**config.mk**
```make
export PLATFORM = sky130hd
export DESIGN_NAME = frame_scanout_reader
export DESIGN_NICKNAME = d
export VERILOG_FILES = /design/src/rtl/frame_pkg.sv /design/src/rtl/frame_scanout_reader_fifo.sv /design/src/rtl/frame_scanout_reader.sv
export SDC_FILE = /design/constraint.sdc
export NUM_CORES = 1
export LEC_CHECK = 0
export ABC_AREA = 1
export CORE_UTILIZATION = 35
export CTS_CLUSTER_SIZE = 8
export DETAILED_ROUTE_END_ITERATION = 10
export SETUP_SLACK_MARGIN = 0.15
export SLEW_MARGIN = 10
export SYNTH_ARGS = -nofsm -noshare
export SYNTH_HDL_FRONTEND = slang
export SYNTH_HIERARCHICAL = 1
export SYNTH_SLANG_ARGS = --single-unit
export TNS_END_PERCENT = 20
```
**constraint.sdc**
```tcl
create_clock -name clk -period 3.7 [get_ports clk]
set_clock_uncertainty 0.15 [all_clocks]
set_input_delay 0.74 -clock clk [delete_from_list [all_inputs] [get_ports clk]]
set_output_delay 0.74 -clock clk [all_outputs]
set_load 0.1 [all_outputs]
```
**src/rtl/frame_pkg.sv**
```systemverilog
// Frame geometry, pixel type and the scan FSM / FIFO entry types shared between
// the frame-buffer writer engines and the scanout reader.
package frame_pkg;

  localparam int IMG_W  = 320;
  localparam int IMG_H  = 240;
  localparam int PIX_W  = 24;
  localparam int ADDR_W = 17;
  localparam int NPIX   = IMG_W * IMG_H;

  typedef logic [PIX_W-1:0] pixel_t;

  typedef enum logic [1:0] {
    IDLE,
    ISSUE,
    DRAIN
  } scan_state_t;

  typedef struct packed {
    pixel_t data;
    logic   sof;
    logic   eol;
  } fifo_entry_t;

endpackage

```
**src/rtl/frame_scanout_reader_fifo.sv**
```systemverilog
// Prefetch FIFO between the RAM read port and the pixel stream. Push and pop may
// occur together (including when full); an empty FIFO presents an all-zero head.
module pixel_fifo
  import frame_pkg::*;
#(
  parameter int DEPTH = 4
) (
  input  logic                   clk,
  input  logic                   reset,
  input  logic                   push,
  input  logic                   pop,
  input  fifo_entry_t            din,
  output fifo_entry_t            dout,
  output logic [$clog2(DEPTH):0] count,
  output logic                   empty,
  output logic                   full
);

  localparam int PW = (DEPTH > 1) ? $clog2(DEPTH) : 1;

  fifo_entry_t   mem_q [DEPTH];
  logic [PW-1:0] wr_ptr_q;
  logic [PW-1:0] rd_ptr_q;
  logic [PW:0]   count_q;
  logic          do_push;
  logic          do_pop;

  assign empty   = (count_q == '0);
  assign full    = (count_q == (PW+1)'(DEPTH));
  assign count   = count_q;
  assign do_pop  = pop && !empty;
  assign do_push = push && (!full || do_pop);
  assign dout    = empty ? '0 : mem_q[rd_ptr_q];

  // Pointers wrap naturally because DEPTH is a power of two.
  always_ff @(posedge clk or posedge reset) begin
    if (reset) begin
      wr_ptr_q <= '0;
      rd_ptr_q <= '0;
      count_q  <= '0;
    end else begin
      if (do_push) wr_ptr_q <= wr_ptr_q + 1'b1;
      if (do_pop)  rd_ptr_q <= rd_ptr_q + 1'b1;
      case ({do_push, do_pop})
        2'b10:   count_q <= count_q + 1'b1;
        2'b01:   count_q <= count_q - 1'b1;
        default: count_q <= count_q;
      endcase
    end
  end

  always_ff @(posedge clk) begin
    if (do_push) mem_q[wr_ptr_q] <= din;
  end

endmodule

```
**src/rtl/frame_scanout_reader.sv**
```systemverilog
// Reads one IMG_W x IMG_H frame from the shared frame-buffer RAM in row-major
// order and emits it as a valid/ready pixel stream with sof/eol markers.
module frame_scanout_reader #(
  parameter int IMG_W      = frame_pkg::IMG_W,
  parameter int IMG_H      = frame_pkg::IMG_H,
  parameter int ADDR_W     = frame_pkg::ADDR_W,
  parameter int FIFO_DEPTH = 4
) (
  input  logic                       clk,
  input  logic                       reset,
  input  logic                       start,
  output logic                       busy,
  output logic                       done,
  output logic                       mem_en_r_n,
  output logic [ADDR_W-1:0]          mem_addr_r,
  input  logic [frame_pkg::PIX_W-1:0] mem_data_r,
  output logic                       px_valid,
  input  logic                       px_ready,
  output logic [frame_pkg::PIX_W-1:0] px_data,
  output logic                       px_sof,
  output logic                       px_eol
);

  import frame_pkg::fifo_entry_t;
  import frame_pkg::scan_state_t;
  import frame_pkg::IDLE;
  import frame_pkg::ISSUE;
  import frame_pkg::DRAIN;

  localparam int NPIX = IMG_W * IMG_H;
  localparam int XW   = (IMG_W > 1) ? $clog2(IMG_W) : 1;
  localparam int YW   = (IMG_H > 1) ? $clog2(IMG_H) : 1;
  localparam int CW   = $clog2(FIFO_DEPTH) + 1;

  scan_state_t       state_q;
  logic              busy_q;
  logic              done_q;
  logic              inflight_q;
  logic              sof_tag_q;
  logic              eol_tag_q;
  logic [ADDR_W-1:0] issue_q;
  logic [XW-1:0]     ix_q;
  logic [XW-1:0]     ex_q;
  logic [YW-1:0]     ey_q;

  fifo_entry_t       fifo_din;
  fifo_entry_t       fifo_dout;
  logic [CW-1:0]     fifo_count;
  logic              fifo_empty;
  logic              fifo_full;
  logic              credit;
  logic              issue;
  logic              last_issue;
  logic              pop;
  logic              last_pop;

  // Read latency is exactly one cycle, so at most one read is ever in flight.
  assign credit     = !fifo_full && ((int'(fifo_count) + int'(inflight_q)) < FIFO_DEPTH);
  assign issue      = (state_q == ISSUE) && credit;
  assign last_issue = issue && (issue_q == ADDR_W'(NPIX - 1));
  assign pop        = !fifo_empty && px_ready;
  assign last_pop   = pop && (state_q == DRAIN) &&
                      (ex_q == XW'(IMG_W - 1)) && (ey_q == YW'(IMG_H - 1));

  assign fifo_din   = '{data: mem_data_r, sof: sof_tag_q, eol: eol_tag_q};

  pixel_fifo #(
    .DEPTH (FIFO_DEPTH)
  ) u_fifo (
    .clk   (clk),
    .reset (reset),
    .push  (inflight_q),
    .pop   (pop),
    .din   (fifo_din),
    .dout  (fifo_dout),
    .count (fifo_count),
    .empty (fifo_empty),
    .full  (fifo_full)
  );

  // Issue side walks the linear address and column; emit side tracks (ex, ey).
  always_ff @(posedge clk or posedge reset) begin
    if (reset) begin
      state_q    <= IDLE;
      busy_q     <= 1'b0;
      done_q     <= 1'b0;
      inflight_q <= 1'b0;
      sof_tag_q  <= 1'b0;
      eol_tag_q  <= 1'b0;
      issue_q    <= '0;
      ix_q       <= '0;
      ex_q       <= '0;
      ey_q       <= '0;
    end else begin
      done_q     <= 1'b0;
      inflight_q <= issue;
      if (issue) begin
        sof_tag_q <= (issue_q == '0);
        eol_tag_q <= (ix_q == XW'(IMG_W - 1));
        issue_q   <= issue_q + 1'b1;
        ix_q      <= (ix_q == XW'(IMG_W - 1)) ? '0 : ix_q + 1'b1;
      end
      if (pop) begin
        if (ex_q == XW'(IMG_W - 1)) begin
          ex_q <= '0;
          ey_q <= ey_q + 1'b1;
        end else begin
          ex_q <= ex_q + 1'b1;
        end
      end
      case (state_q)
        IDLE: begin
          if (start) begin
            state_q <= ISSUE;
            busy_q  <= 1'b1;
            issue_q <= '0;
            ix_q    <= '0;
            ex_q    <= '0;
            ey_q    <= '0;
          end
        end
        ISSUE: begin
          if (last_issue) state_q <= DRAIN;
        end
        DRAIN: begin
          if (last_pop) begin
            state_q <= IDLE;
            busy_q  <= 1'b0;
            done_q  <= 1'b1;
          end
        end
        default: state_q <= IDLE;
      endcase
    end
  end

  assign busy       = busy_q;
  assign done       = done_q;
  assign mem_en_r_n = !issue;
  assign mem_addr_r = issue_q;
  assign px_valid   = !fifo_empty;
  assign px_data    = fifo_dout.data;
  assign px_sof     = fifo_dout.sof;
  assign px_eol     = fifo_dout.eol;

endmodule

```
==> metrics.md, run 1 <==
| Metric | Value |
|---|---|
| Outcome | completed |
| H-Tree Level Count | 4 |
| Die Y-Extent | 147 µm |
| Number of cell instances on the worst register-to-register path | 9 |
| Leading cell types in the layout, fill and taps excluded | 164 x sky130_fd_sc_hd__nor2_1, 104 x sky130_fd_sc_hd__edfxtp_1, 87 x sky130_fd_sc_hd__nand2_1 |
| Clock slew at reported path FFs | about 60 ps |
| Primary FF master, synth | sky130_fd_sc_hd__edfxtp_1 |
| Instance count along the most critical hold path | 2 |
| Post-place instance area | 8570 µm² |
| Syn-to-layout area delta | 25.7% |
| Kind of end point of the critical path | output pin |
| Global routing met2 resource utilization | 0.255 |
| DR DRC count | 0 |
| Area of the placeable core | 20,400 µm² |
| Final design area excluding fillers | 9220 µm² |
| Cell count after synthesis | 731 |
| Post-route setup TNS | 0 ps |
| Number of buffer and inverter stages on the critical path | 2 |
| Diode insertion count for antenna repair | 0 |
| Fraction of layout cells with a size suffix above 1 | 0.143 |
| Clock buffer count from CTS | 17 |
| Final Hold Viols | 0 |
| Latest clock arrival within the worst-skew pair | 420 ps |
| Highest fanout seen on the critical path | 30 |
| Setup Fix Bufs, Post-CTS | 0 |
| Max transition margin | 0.342 |
| FF+latch count, synth | 161 |
| Peak-usage layer in the global routing report | met2 |
| Synth unique cells | 41 |
| Proportion of synthesized chip area in sequential cells | 0.620 |
| Synthesized-area fraction occupied by adder cells | 0.0181 |
| Worst-margin pin slew | 983 ps |
| Worst Setup SP | u_fifo/rd_ptr_q[0] |
| Fraction of registers with async set/reset | 0.354 |
| Unrepaired setup endpoints after global routing | false |
| Count of input and output buffers | 74 |
| Worst min-delay path category | reg2reg |
| Max stage delay cell, worst path | sky130_fd_sc_hd__dfrtp_2 |
| TritonCTS clock tree | yes |
| Starting density of the core | 0.360 |
| Post-DRT Antenna Nets | 0 |
| Wirelength, routed | 15,800 µm |
| Xor and xnor fraction of the mapped netlist area | 0.0108 |
| Grt ovf | 0 |
| Critical Path, Cell by Cell | buf_4 > nor2_1 > nor2_1 > o21ai_0 > a21oi_1 > buf_12 |
| Antenna violations before repair | 0 |
| Total nets after synthesis | 769 |
| Met1 GRT Util | 0.199 |
| Nature of the critical path startpoint | flip-flop |
| DIE AREA | 21,500 µm² |
| Syn avg cell area | 10.0 µm² |
| Total via count in the routed design | approximately 5,200 |
| Worst reg2reg setup slack | about 1100 ps |
| Commonest non-fill, non-tap cell in the layout | sky130_fd_sc_hd__nor2_1 |
| Combinational family with the most area after synthesis | simple AND/OR/NAND/NOR gates |
| Max Buffers Root-to-Sink | 2 |
| Yosys synthesis warning count | 6 |
| Number of global-route vias before repair | ~5,000 |
| Type of the worst setup path | reg2out |
| Post-DR vias/cell | 4.75 |
| Met3 routing resource usage after global routing | 0.0360 |
| Time the final worst path needs with I/O delays and setup | 3280 ps |
| Average routed wire per standard cell | 14.4 µm |
| Total track usage | 0.153 |
| Beginning of the worst register-to-register path | u_fifo/count[0] |
| Complex-gate fraction of the synthesized area | 0.0908 |
| Pin count of the biggest net entering global routing | 54 |
| Final period util | 0.885 |
| Hold_sp | busy |
| Global-route wire length before repair | 25,600 µm |
| Cell mode on critical path | sky130_fd_sc_hd__nor2_1 |
| Post_cts resized | 0 |
| CTS Root Cell | sky130_fd_sc_hd__clkbuf_16 |
| Total of max-cap violations | 0 |
| Required @ worst endpoint | around 2800 ps |
| Multiplexer area fraction after synthesis | 0 |
| HPWL after detailed placement | 10,600 µm |
| Area fraction in and, or, nand and nor cells after synthesis | 0.199 |
| I/O pins | 75 |
| Crit path arrival time | 2390 ps |
| Length of the first detailed-routing pass in iterations | 4 |
| Total standard cell area after synthesis | 7330 µm² |
| Fmax | 305 MHz |
| Routability-driven placement congestion ratio | slightly below 0.8 |
| Post-synth EDFFs | roughly 100 |
| Std cell rows | 52 |
| CTS Hold Buffers Added | 0 |
| Number of setup violations in the final report | 0 |
| DRC marker count from the first detailed-route iteration | 304 |
| Number of nets in the layout | 850 |
| Delay contributed by the slowest stage of the critical path | between 600 and 700 ps |
| Clock Sink Count | 161 |
| Critical path depth in cells | 6 |
| Final Max Tran Viols | 0 |
| Gate family responsible for the most delay along the worst path | flip-flops |
| Die span in x | 147 µm |
[stage by stage]
step / util / worst slack (ps) / cells / hold slack, ps
4_1_cts: 0.453 / 401 / 1095 / 343
2_1_floorplan: - / 14.7 / 731 / 326
3_3_place_gp: 0.421 / 906 / 1063 / 323
3_5_place_dp: 0.421 / 818 / 1063 / 324
6_report: 0.453 / 424 / 1095 / 341
5_1_grt: 0.453 / 237 / 1095 / 386
[cells by family after synthesis]
family | count (synthesis)
XOR/XNOR | 9
flip-flops | 161
buffers and inverters | 94
AND/OR/NAND/NOR | 329
AO/OA/AOI/OAI | 128
adder cells (fa/ha/maj) | 10
[registers in the layout, summed over array words and instances, names as in the netlist, 2 cells and up]
name	flops
u_fifo/rd_ptr_q	2
u_fifo/count	3
mem_addr_r	17
u_fifo/wr_ptr_q	2
state_q	2
ix_q	9
ex_q	9
ey_q	8
u_fifo/mem_q	104
[synthesized netlist by cell type, types with 6 or more instances]
cell type	n	area share
sky130_fd_sc_hd__inv_1	64	0.033
sky130_fd_sc_hd__buf_4	6	0.0061
sky130_fd_sc_hd__clkbuf_2	6	0.0041
sky130_fd_sc_hd__nand4_1	11	0.0094
sky130_fd_sc_hd__nor2_1	168	0.086
sky130_fd_sc_hd__edfxtp_1	104	0.43
sky130_fd_sc_hd__ha_1	9	0.015
sky130_fd_sc_hd__o21ai_1	24	0.016
sky130_fd_sc_hd__nor2_2	6	0.0051
sky130_fd_sc_hd__buf_6	7	0.011
sky130_fd_sc_hd__nand2_1	87	0.045
sky130_fd_sc_hd__nor3_1	13	0.0089
sky130_fd_sc_hd__dfrtp_1	57	0.19
sky130_fd_sc_hd__nand3_1	20	0.014
sky130_fd_sc_hd__a21oi_1	51	0.035
sky130_fd_sc_hd__xor2_1	7	0.0084
sky130_fd_sc_hd__o21ai_0	47	0.032
[tightest hold or removal path, delay by kind of cell, from the launching register on]
kind,cells,cell delay (ps)
DFF,1,350
and+or+nand+nor,2,100
[cell type report]
cell class                      instances  area, µm²
Fill cell                            1894      11100
Clock buffer                           22        464
Tap cell                              270        338
Clock inverter                         10        183
Inverter                               71        274
Multi-Input combinational cell        476       2340
Sequential cell                       161       4550
Timing Repair Buffer                   85       1060
[per-layer routing]
metal / vias up / routed length (µm)
li1: 2615 / -
met2: 89 / 7780
met4: 0 / 112
met1: 2481 / 7300
met3: 11 / 552
met5: - / 0
[path summary, 6_finish.rpt]
kind                                            to
worst max-delay path                   px_data[23]
worst min-delay path                          busy
worst max register to register  u_fifo/mem_q[0][2]
worst min register to register                busy
max in group asynchronous                  ey_q[5]
min in group asynchronous          u_fifo/count[2]
Power of run 1 is not shown: default switching activity piles up to over one toggle a cycle in this logic, so the estimate is an artifact.
==> inputs of run 2 (changes only) <==
--- a/config.mk
+++ b/config.mk
@@ -6,9 +6,13 @@
 export NUM_CORES = 1
 export LEC_CHECK = 0
 export ABC_AREA = 1
+export CELL_PAD_IN_SITES_DETAIL_PLACEMENT = 1
+export CELL_PAD_IN_SITES_GLOBAL_PLACEMENT = 1
+export CORE_MARGIN = 10
 export CORE_UTILIZATION = 35
 export CTS_CLUSTER_SIZE = 8
 export DETAILED_ROUTE_END_ITERATION = 10
+export PLACE_DENSITY_LB_ADDON = 0.1
 export SETUP_SLACK_MARGIN = 0.15
 export SLEW_MARGIN = 10
 export SYNTH_ARGS = -nofsm -noshare
==> metrics.md, run 2 (synthesized netlist as in run 1, its figures left out) <==
| Metric | Value |
|---|---|
| Fill count | 2,297 |
| Clock slew at reported path FFs | 60 ps |
| Max stage delay cell, worst path | sky130_fd_sc_hd__dfrtp_2 |
| Outcome | completed |
| Fraction of layout cells with a size suffix above 1 | 0.154 |
| Reg with most FFs | u_fifo/mem_q |
| Routability-driven placement congestion ratio | 0.783 |
| Number of setup violations in the final report | 0 |
| Fmax | ~300 MHz |
| Max Buffers Root-to-Sink | 2 |
| Peak-usage layer in the global routing report | met2 |
| Average routed wire per standard cell | between 15 and 20 µm |
| Highest fanout seen on the critical path | 28 |
| DR DRC count | 0 |
| Total of max-cap violations | 0 |
| Final period util | 0.909 |
| Critical Path, Cell by Cell | inv_2 > nor2_1 > o21ai_0 > a21oi_1 > buf_12 |
| Starting density of the core | 0.359 |
| Grt ovf | 0 |
| Flip-flop count of the largest register, all copies and words added | 104 |
| Global-route wire length before repair | 31,200 µm |
| TritonCTS clock tree | yes |
| Wirelength, routed | roughly 19,000 µm |
| Kind of end point of the critical path | output pin |
| Worst-margin pin slew | 1060 ps |
| Latest clock arrival within the worst-skew pair | 420 ps |
| Std cell rows | between 50 and 60 |
| Met3 routing resource usage after global routing | 0.0271 |
| Pin count of the biggest net entering global routing | 54 |
| CTS Root Cell | sky130_fd_sc_hd__clkbuf_16 |
| Area of the placeable core | 20,400 µm² |
| I/O pins | 75 |
| Diode insertion count for antenna repair | 0 |
| Setup Fix Bufs, Post-CTS | 0 |
| Die Y-Extent | ~160 µm |
| Total track usage | 0.144 |
| DRC marker count from the first detailed-route iteration | 248 |
| Post-route setup TNS | 0 ps |
| Commonest non-fill, non-tap cell in the layout | sky130_fd_sc_hd__nor2_1 |
| Time the final worst path needs with I/O delays and setup | between 3000 and 4000 ps |
| Crit path arrival time | 2470 ps |
| Leading cell types in the layout, fill and taps excluded | 164 x sky130_fd_sc_hd__nor2_1, 104 x sky130_fd_sc_hd__edfxtp_1, 87 x sky130_fd_sc_hd__nand2_1 |
| Worst min-delay path category | reg2reg |
| Number of global-route vias before repair | 5,976 |
| Number of buffer and inverter stages on the critical path | 2 |
| Count of input and output buffers | 74 |
| Clock Sink Count | 161 |
| Unrepaired setup endpoints after global routing | false |
| Delay contributed by the slowest stage of the critical path | 760 ps |
| Max transition margin | 0.290 |
| Syn-to-layout area delta | 24.3% |
| Post-DR vias/cell | 4.93 |
| Gate family responsible for the most delay along the worst path | flip-flops |
| Antenna violations before repair | 0 |
| Final Max Tran Viols | 0 |
| Met1 GRT Util | 0.173 |
| Global routing met2 resource utilization | 0.254 |
| H-Tree Level Count | 4 |
| DIE AREA | 27,100 µm² |
| Type of the worst setup path | reg2out |
| Total via count in the routed design | 5,395 |
| Nature of the critical path startpoint | flip-flop |
| Required @ worst endpoint | between 2000 and 3000 ps |
| Length of the first detailed-routing pass in iterations | 4 |
| Final Hold Viols | 0 |
| HPWL after detailed placement | approximately 13,000 µm |
| Post-DRT Antenna Nets | 0 |
| Clock buffer count from CTS | 17 |
| Die span in x | 165 µm |
| Number of nets in the layout | 849 |
[run 2: metal layers]
metal / up-vias / part of all wire
met4: 0 / 0.015
met5: - / 0
met1: 2706 / 0.44
met2: 61 / 0.51
li1: 2604 / -
met3: 24 / 0.031
[run 2: worst reg2reg max path: stages (launching register included)]
cell and delay [ps]:
sky130_fd_sc_hd__dfrtp_1 440, sky130_fd_sc_hd__inv_2 60, sky130_fd_sc_hd__nand2_2 120, sky130_fd_sc_hd__inv_2 60
sky130_fd_sc_hd__inv_1 80, sky130_fd_sc_hd__nand2_2 110, sky130_fd_sc_hd__inv_1 300, sky130_fd_sc_hd__o21ai_4 190
sky130_fd_sc_hd__nor2_4 440, sky130_fd_sc_hd__buf_12 230
[run 2: cell type report]
| type | instances | area, µm² | share of cell area |
|---|---|---|---|
| clock buffer | 17 | 425 | 0.0467 |
| clock inverter | 15 | 113 | 0.0124 |
| inverter | 71 | 274 | 0.0301 |
| multi-input combinational | 476 | 2360 | 0.259 |
| sequential | 161 | 4550 | 0.499 |
| tap | 270 | 338 | 0.0371 |
| timing repair buffer | 84 | 1050 | 0.115 |
[run 2: timing repair]
action | 4_1_cts | 5_1_grt
gates resized for setup | 1 | 0
hold endpoints to repair | 0 | 0
setup endpoints to repair | 26 | 0
hold buffers | 0 | 0
[run 2: stage by stage]
| stage | instances | utilization | setup slack, ps | cell area, µm² | hold WS, ps |
|---|---|---|---|---|---|
| finish | 1094 | 0.446 | 335 | 9110 | 343 |
| global route | 1094 | 0.446 | 168 | 9110 | 377 |
| CTS | 1094 | 0.446 | 263 | 9110 | 353 |
| detailed placement | 1062 | 0.420 | 235 | 8580 | 337 |
| global placement | 1062 | 0.420 | 306 | 8580 | 330 |
| floorplan | 731 | - | 14.7 | 7330 | 326 |
[run 2: final timing paths]
check,slack [ps],to,start,cells after the start
setup / recovery,340,px_data[15],u_fifo/rd_ptr_q[1],5
hold reg to reg,340,busy,busy,2
min in group asynchronous,500,u_fifo/count[1],reset,2
setup reg to reg,1210,u_fifo/mem_q[3][23],u_fifo/count[2],9
max in group asynchronous,2090,state_q[1],reset,3
hold / removal,340,busy,busy,2
Power of run 2 is left out for the same reason.
==> inputs of run 3 (changes only) <==
--- a/config.mk
+++ b/config.mk
@@ -12,6 +12,7 @@
 export CORE_UTILIZATION = 35
 export CTS_CLUSTER_SIZE = 8
 export DETAILED_ROUTE_END_ITERATION = 10
+export GPL_TIMING_DRIVEN = 0
 export PLACE_DENSITY_LB_ADDON = 0.1
 export SETUP_SLACK_MARGIN = 0.15
 export SLEW_MARGIN = 10
==> metrics.md, run 3 (synthesized netlist as in run 1, its figures left out) <==
| Metric | Value |
|---|---|
| Outcome | completed |
| Unrepaired setup endpoints after global routing | true |
| Type of the worst setup path | reg2out |
| Die Y-Extent | roughly 160 µm |
| Pin count of the biggest net entering global routing | 34 |
| Total of max-cap violations | 0 |
| Total via count in the routed design | 5,380 |
| Clock slew at reported path FFs | 70 ps |
| Worst reg2reg setup slack | 900 ps |
| Final design area excluding fillers | 9070 µm² |
| Max Buffers Root-to-Sink | 2 |
| Std cell rows | 52 |
| Flip-flop count of the largest register, all copies and words added | 104 |
| FF-to-FF End | u_fifo/mem_q[3][1] |
| Highest fanout seen on the critical path | 10 |
| Die span in x | between 150 and 200 µm |
| Area of the placeable core | between 20,000 and 25,000 µm² |
| Commonest non-fill, non-tap cell in the layout | sky130_fd_sc_hd__nor2_1 |
| Number of setup violations in the final report | 0 |
| I/O pins | 75 |
| Number of nets in the layout | about 870 |
| Crit path arrival time | 2570 ps |
| DIE AREA | around 27,000 µm² |
| HPWL after detailed placement | 13,700 µm |
| Beginning of the worst register-to-register path | u_fifo/count[0] |
| Kind of end point of the critical path | output pin |
| Fmax | 289 MHz |
| Final Instance Count excl. Fillers | 1,112 |
| Routability-driven placement congestion ratio | 0.763 |
| Time the final worst path needs with I/O delays and setup | 3460 ps |
| Final Max Tran Viols | 0 |
| DRC marker count from the first detailed-route iteration | 184 |
| Antenna violations before repair | 0 |
| Critical Path, Cell by Cell | buf_6 > inv_4 > clkbuf_2 > o21ai_0 > a21oi_1 > dlygate4sd2_1 |
| Diode insertion count for antenna repair | 0 |
| Leading cell types in the layout, fill and taps excluded | 164 x sky130_fd_sc_hd__nor2_1, 104 x sky130_fd_sc_hd__edfxtp_1, 87 x sky130_fd_sc_hd__nand2_1 |
| Starting density of the core | 0.359 |
| Reg with most FFs | u_fifo/mem_q |
| Clock buffer count from CTS | 17 |
| Number of global-route vias before repair | 5,888 |
| Max stage delay cell, worst path | sky130_fd_sc_hd__dlygate4sd2_1 |
| Instance count along the most critical hold path | 2 |
| Final period util | 0.934 |
| Hold worst-path end | busy |
| Syn-to-layout area delta | 23.7% |
| Global-route wire length before repair | ~31,000 µm |
| H-Tree Level Count | 4 |
| Count of input and output buffers | 74 |
| Hold_sp | busy |
| Fraction of layout cells with a size suffix above 1 | 0.119 |
| Post-route setup TNS | 0 ps |
| Final Hold Viols | 0 |
| Setup Fix Bufs, Post-CTS | 0 |
| Max transition margin | 0.336 |
| Post-place instance area | 8560 µm² |
| Worst-margin pin slew | 992 ps |
| Post-DRT Antenna Nets | 0 |
| Delay contributed by the slowest stage of the critical path | 890 ps |
| Clock Sink Count | 161 |
| Grt ovf | 0 |
| CTS Root Cell | sky130_fd_sc_hd__clkbuf_16 |
| Nature of the critical path startpoint | flip-flop |
| Required @ worst endpoint | 2810 ps |
| Average routed wire per standard cell | 17.5 µm |
| Worst min-delay path category | reg2reg |
| CTS Hold Buffers Added | 0 |
| Number of cell instances on the worst register-to-register path | 10 |
| Worst-case hold slack | 369 ps |
| Length of the first detailed-routing pass in iterations | 4 |
| Placed cell count | ~1,100 |
| TritonCTS clock tree | yes |
| DR DRC count | 0 |
| Total track usage | 0.149 |
| Wirelength, routed | 19,400 µm |
| Latest clock arrival within the worst-skew pair | 440 ps |
| Post-DR vias/cell | between 4 and 5 |
run 3: changes by cell type in the layout (fill, tap and decap cells not counted), sizes merged:
| cell | before | now |
|---|---|---|
| buf | 57 | 22 |
| inv | 72 | 80 |
| clkinvlp | 4 | 2 |
| clkbuf | 17 | 26 |
| clkinv | 10 | 3 |
| clkdlybuf4s15 | 0 | 1 |
| dlygate4sd2 | 0 | 25 |
| clkdlybuf4s50 | 27 | 46 |
run 3: worst max path at each step:
stage                                  start            endpoint  slack [ps]  cells past startpoint
final                     u_fifo/rd_ptr_q[0]         px_data[15]         240                      6
after floorplan              u_fifo/count[2]  u_fifo/mem_q[0][0]          10                      9
after detailed placement     u_fifo/count[0]          mem_en_r_n         190                      8
after global routing      u_fifo/rd_ptr_q[0]         px_data[23]         110                      6
after global placement              px_ready  u_fifo/mem_q[1][7]        -740                      5
after CTS                 u_fifo/rd_ptr_q[0]              px_sof         170                      6
run 3: area by class of cell:
| cell class | count | area [µm²] |
|---|---|---|
| repair buffers | 79 | 823 |
| flip-flops and latches | 161 | 4550 |
| clock buffers | 18 | 429 |
| fillers | 2336 | 11400 |
| plain buffers | 23 | 174 |
| clock inverters | 14 | 119 |
| multi-input cells | 476 | 2360 |
| well taps | 270 | 338 |
| inverters | 71 | 274 |
run 3: worst max-delay path: cells and delay by family (launching register included):
family / cells / cell delay [ps]
DFF: 1 / 370
AOI/OAI and AO/OA: 2 / 360
buffers and inverters: 4 / 1400
run 3: stage by stage:
stage,utilization,setup WS [ps]
2_1_floorplan,-,14.7
3_3_place_gp,0.412,-740
3_5_place_dp,0.419,188
4_1_cts,0.444,166
5_1_grt,0.444,109
6_report,0.444,244
run 3: routing by layer:
metal | global-route usage | up-vias | part of all wire
li1 | - | 2637 | -
met3 | 0.0363 | 13 | 0.045
met4 | 0.0443 | 0 | 0.0087
met2 | 0.260 | 79 | 0.51
met1 | 0.177 | 2651 | 0.44
met5 | 0 | - | 0
run 3: repair_timing:
action                                  CTS  global route
endpoints found under the setup margin   28            12
resized for setup                        31             3
gates cloned                              0             0
Power of run 3 is left out for the same reason.
==> edit 1, RTL diff (flow settings as in run 2) <==
The parameter `FIFO_DEPTH` goes from 4 to 8.
--- a/src/rtl/frame_scanout_reader.sv
+++ b/src/rtl/frame_scanout_reader.sv
@@ -5,5 +5,5 @@
   parameter int IMG_H      = frame_pkg::IMG_H,
   parameter int ADDR_W     = frame_pkg::ADDR_W,
-  parameter int FIFO_DEPTH = 4
+  parameter int FIFO_DEPTH = 8
 ) (
   input  logic                       clk,
Behaviour: not the same (a bounded check fails within 10 cycles, from zero or initial values and one cycle with reset high).
==> edit 1 against run 2 <==
Count of clock-buffer cells in the layout increased by 35; wire length up 61%; design area up 57%; sequential cell count grew 107; worst setup slack worse by 0.036 ns; critical path depth grew 2; highest routed layer unchanged; synthesized area up 57%; critical endpoint is now px_eol.
Power is not shown: default switching activity piles up to over one toggle a cycle in this logic, so the estimate is an artifact.
==> edit 1: results (changes against run 2) <==
| Metric | Value |
|---|---|
| Number of flops mapped to enable cells by yosys | 208 (was 104) |
| Mapped Nets | 1109 (was 769) |
| Avg Cell Area, Syn | 10.8 um^2 (was 10.0 um^2) |
| Data buffer area share | 0.0912 (was 0.115) |
| Layout cells sized above 1 | 0.124 (was 0.154) |
| Area of the multi-input gates | 3330 um^2 (was 2360 um^2) |
| R2R cell count | 12 (was 9) |
| Sequential-to-total area share from yosys stat | 0.671 (was 0.620) |
| Drt wl/cell | 18.7 um (was 17.2 um) |
| XOR/XNOR Fraction of Synth Area | 0.00987 (was 0.0108) |
| Area contributors post-synth | edfxtp_1 (54%), dfrtp_1 (13%), nor2_1 (8.6%) (was edfxtp_1 (43%), dfrtp_1 (19%), nor2_1 (8.6%)) |
| Routing usage on met1 | 0.190 (was 0.173) |
| Clk Latency, worst-skew pair | 0.51 ns (was 0.42 ns) |
| Vias in the first global route | 8641 (was 5976) |
| Status | finished clean (unchanged) |
| Pre-CTS WS | 0.526 ns (was 0.235 ns) |
| Final #Nets | 1206 (was 849) |
| First-pass GRT wire length | 48900 um (was 31200 um) |
| Crit path DAT | 2.51 ns (was 2.47 ns) |
| Clock Path Buffers | 3 (was 2) |
| Worst Path Max Fanout | 33 (was 28) |
| Met2 usage | 0.261 (was 0.254) |
| Routed wl met2 | 15300 um (was 9660 um) |
| Dpl cells | 1569 (was 1062) |
| DR iter-0 viols | 259 (was 248) |
| Synth unique cells | 39 (was 41) |
| Count of plain and timing-repair buffers | 101 (was 84) |
| Post-synth ARST share | 0.224 (was 0.354) |
| Dpl cell area | 13200 um^2 (was 8580 um^2) |
| Least-Margin Pin Slew | 0.976 ns (was 1.06 ns) |
| Cts bufs inserted | 39 (was 17) |
| Register area | 7760 um^2 (was 4550 um^2) |
| Post-Synth Adder-Cell Area | 0.0115 (was 0.0181) |
| Placer Congestion | 0.782 (was 0.783) |
| Top post-synthesis cells by count | nor2_1 (265), edfxtp_1 (208), nand2_1 (134) (was nor2_1 (168), edfxtp_1 (104), nand2_1 (87)) |
| ClkCell Share | 0.0748 (was 0.0590) |
| Inverters | 69 (was 71) |
| Total track usage | 0.150 (was 0.144) |
| CLK BUF | 52 (was 17) |
-- edit 1: changes by cell type in the layout (fill, tap and decap cells not counted), moves of 26 or more --
cell,delta
a21oi_1,-33
edfxtp_1,+104
nand2_1,+47
nor2_1,+93
o211ai_1,+26
o21ai_0,+53
o22ai_1,+26
-- edit 1: path summary, 6_finish.rpt --
check,startpoint,end,slack (ns)
max,u_fifo/rd_ptr_q[1],px_eol,0.30
min,busy,busy,0.33
max reg2reg,u_fifo/count[0],u_fifo/mem_q[2][15],1.01
min reg2reg,busy,busy,0.33
max in group asynchronous,reset,ey_q[0],2.10
min in group asynchronous,reset,u_fifo/count[2],0.52
-- edit 1: critical path, cell delays in order (launching register included) --
cell and delay, ns:
dfrtp_4 0.66, inv_1 0.14, buf_4 0.31, o21ai_0 0.15, o22ai_1 0.13, nor2_1 0.05, nor2_1 0.32, buf_12 0.22
==> edit 2, RTL diff (settings of run 2) <==
Without the edit above. Reset style: synchronous (`reset`), changed in 2 clocked blocks.
--- a/src/rtl/frame_scanout_reader_fifo.sv
+++ b/src/rtl/frame_scanout_reader_fifo.sv
@@ -34,5 +34,5 @@
 
   // Pointers wrap naturally because DEPTH is a power of two.
-  always_ff @(posedge clk or posedge reset) begin
+  always_ff @(posedge clk) begin
     if (reset) begin
       wr_ptr_q <= '0;
--- a/src/rtl/frame_scanout_reader.sv
+++ b/src/rtl/frame_scanout_reader.sv
@@ -80,5 +80,5 @@
 
   // Issue side walks the linear address and column; emit side tracks (ex, ey).
-  always_ff @(posedge clk or posedge reset) begin
+  always_ff @(posedge clk) begin
     if (reset) begin
       state_q    <= IDLE;
Formal check against the unedited RTL: differs if reset is asserted again (counterexample within 4 cycles, from zero or initial values and one cycle with reset high); with reset held inactive, the same outputs for 10 cycles.
==> edit 2 against run 2 <==
Wire length fell by 4.0%; maximum frequency increased by 8.6%; via count down 1.0%; worst setup slack better by 0.27 ns; synthesized area down 3.1%; design area down 1.4%; sequential cell count rose by 2; critical endpoint is now px_data[3].
==> edit 2: results (changes against run 2) <==
| Metric | Value |
|---|---|
| Tot Pwr | just under 5 mW |
| Top post-synthesis cells by count | nor2_1 (174), edfxtp_1 (104), nand2_1 (86) (was nor2_1 (168), edfxtp_1 (104), nand2_1 (87)) |
| Sequential-to-total area share from yosys stat | 0.606 (was 0.620) |
| Dpl cell area | 8390 um^2 (was 8580 um^2) |
| Worst path max stage delay | 0.60 ns (was 0.76 ns) |
| Syn Inst Count | 742 (was 731) |
| Reg-to-Reg Start | u_fifo/count[2] (unchanged) |
| Least-Margin Pin Slew | 1.00 ns (was 1.06 ns) |
| Post-synth ARST share | 0 (was 0.354) |
| Drt pass-1 iters | 4 (unchanged) |
| Synth unique cells | 37 (was 41) |
| Setup crit end | px_data[3] (was px_data[15]) |
| Highest-power group | sequential cells |
| Post-Synth Adder-Cell Area | 0.0187 (was 0.0181) |
| Total length of routed wires | 18100 um (was 18800 um) |
| Pre-CTS WS | 0.590 ns (was 0.235 ns) |
| Switching share of power | 0.319 |
| Static Leak | between 3 and 4 nW |
| Worst Path Max Fanout | 26 (was 28) |
| Vias per Instance | 4.82 (was 4.93) |
| Vias in the first global route | 5729 (was 5976) |
| Initial antenna violation count | 1 (was 0) |
| R2R cell count | 7 (was 9) |
| Crit path DAT | 2.21 ns (was 2.47 ns) |
| First-pass GRT wire length | 29600 um (was 31200 um) |
| Compound-cell area share of the yosys netlist | 0.0946 (was 0.0908) |
| Reg-to-Reg End | u_fifo/mem_q[3][18] (was u_fifo/mem_q[3][23]) |
| Area contributors post-synth | edfxtp_1 (44%), dfxtp_1 (17%), nor2_1 (9.2%) (was edfxtp_1 (43%), dfrtp_1 (19%), nor2_1 (8.6%)) |
| Status | finished clean (unchanged) |
| DP Wirelength | 12700 um (was 12800 um) |
| XOR/XNOR Fraction of Synth Area | 0.00986 (was 0.0108) |
| Slowest CP cell | dfxtp_1 (was dfrtp_2) |
| Final Critical Period | 3.10 ns (was 3.36 ns) |
| DR iter-0 viols | 205 (was 248) |
| Placer Congestion | 0.813 (was 0.783) |
| Post-CTS sizing | 0 (was 1) |
| R2R Setup Slk | 0.91 ns (was 1.21 ns) |
| Total track usage | 0.140 (was 0.144) |
| Final #Nets | 861 (was 849) |
| Dpl cells | 1074 (was 1062) |
| Post-Layout Cell Count | 1107 (was 1094) |
| Mapped Nets | 780 (was 769) |
| Largest net degree at the start of global routing | 53 (was 54) |
| Layout cells sized above 1 | 0.153 (was 0.154) |
edit 2: cell types whose count changed in the layout (fill, tap and decap cells not counted), sizes merged, moves of 4 or more:
cell / change
inv: +7
dfxtp: +59
buf: -9
nor3: -4
clkdlybuf4s50: +8
nor4: -4
clkinv: -4
nand2: +4
nor2: +12
dfrtp: -57
edit 2: cell type report:
type,count,area (um^2)
well taps,270,338
fillers,2218,11100
clock buffers,17,425
diodes,1,2.50
repair buffers,83,1060
multi-input cells,485,2410
inverters,73,277
clock inverters,15,171
flip-flops and latches,163,4310
edit 2: kinds of logic (layout without fill, tap and decap cells):
family / after synthesis / after routing
and+or+nand+nor: 338 / 338
AOI/OAI and AO/OA: 129 / 129
xor gates and xnor gates: 8 / 8
DFF: 163 / 163
buffers and inverters: 94 / 188
adders and majority gates: 10 / 10
other: 0 / 1
edit 2: per-layer routing:
| metal | share of wire | global-route usage | up-vias |
|---|---|---|---|
| met2 | 0.51 | 0.253 | 93 |
| met3 | 0.036 | 0.0334 | 25 |
| li1 | - | - | 2633 |
| met5 | 0 | 0 | - |
| met4 | 0.021 | 0.0529 | 0 |
| met1 | 0.43 | 0.156 | 2589 |
edit 2: worst min path at each step:
stage / startpoint / endpoint / slack (ns) / cells after the start
floorplan: ex_q[5] / ex_q[5] / 0.27 / 2
global placement: ex_q[5] / ex_q[5] / 0.28 / 2
detailed placement: ex_q[5] / ex_q[5] / 0.30 / 2
CTS: ex_q[5] / ex_q[5] / 0.31 / 2
global route: ex_q[5] / ex_q[5] / 0.33 / 2
finish: ex_q[5] / ex_q[5] / 0.30 / 2
edit 2: worst min-delay path, cell delays in order (launching register included):
cell,delay [ns]
dfxtp_1,0.31
inv_1,0.05
a21oi_1,0.05
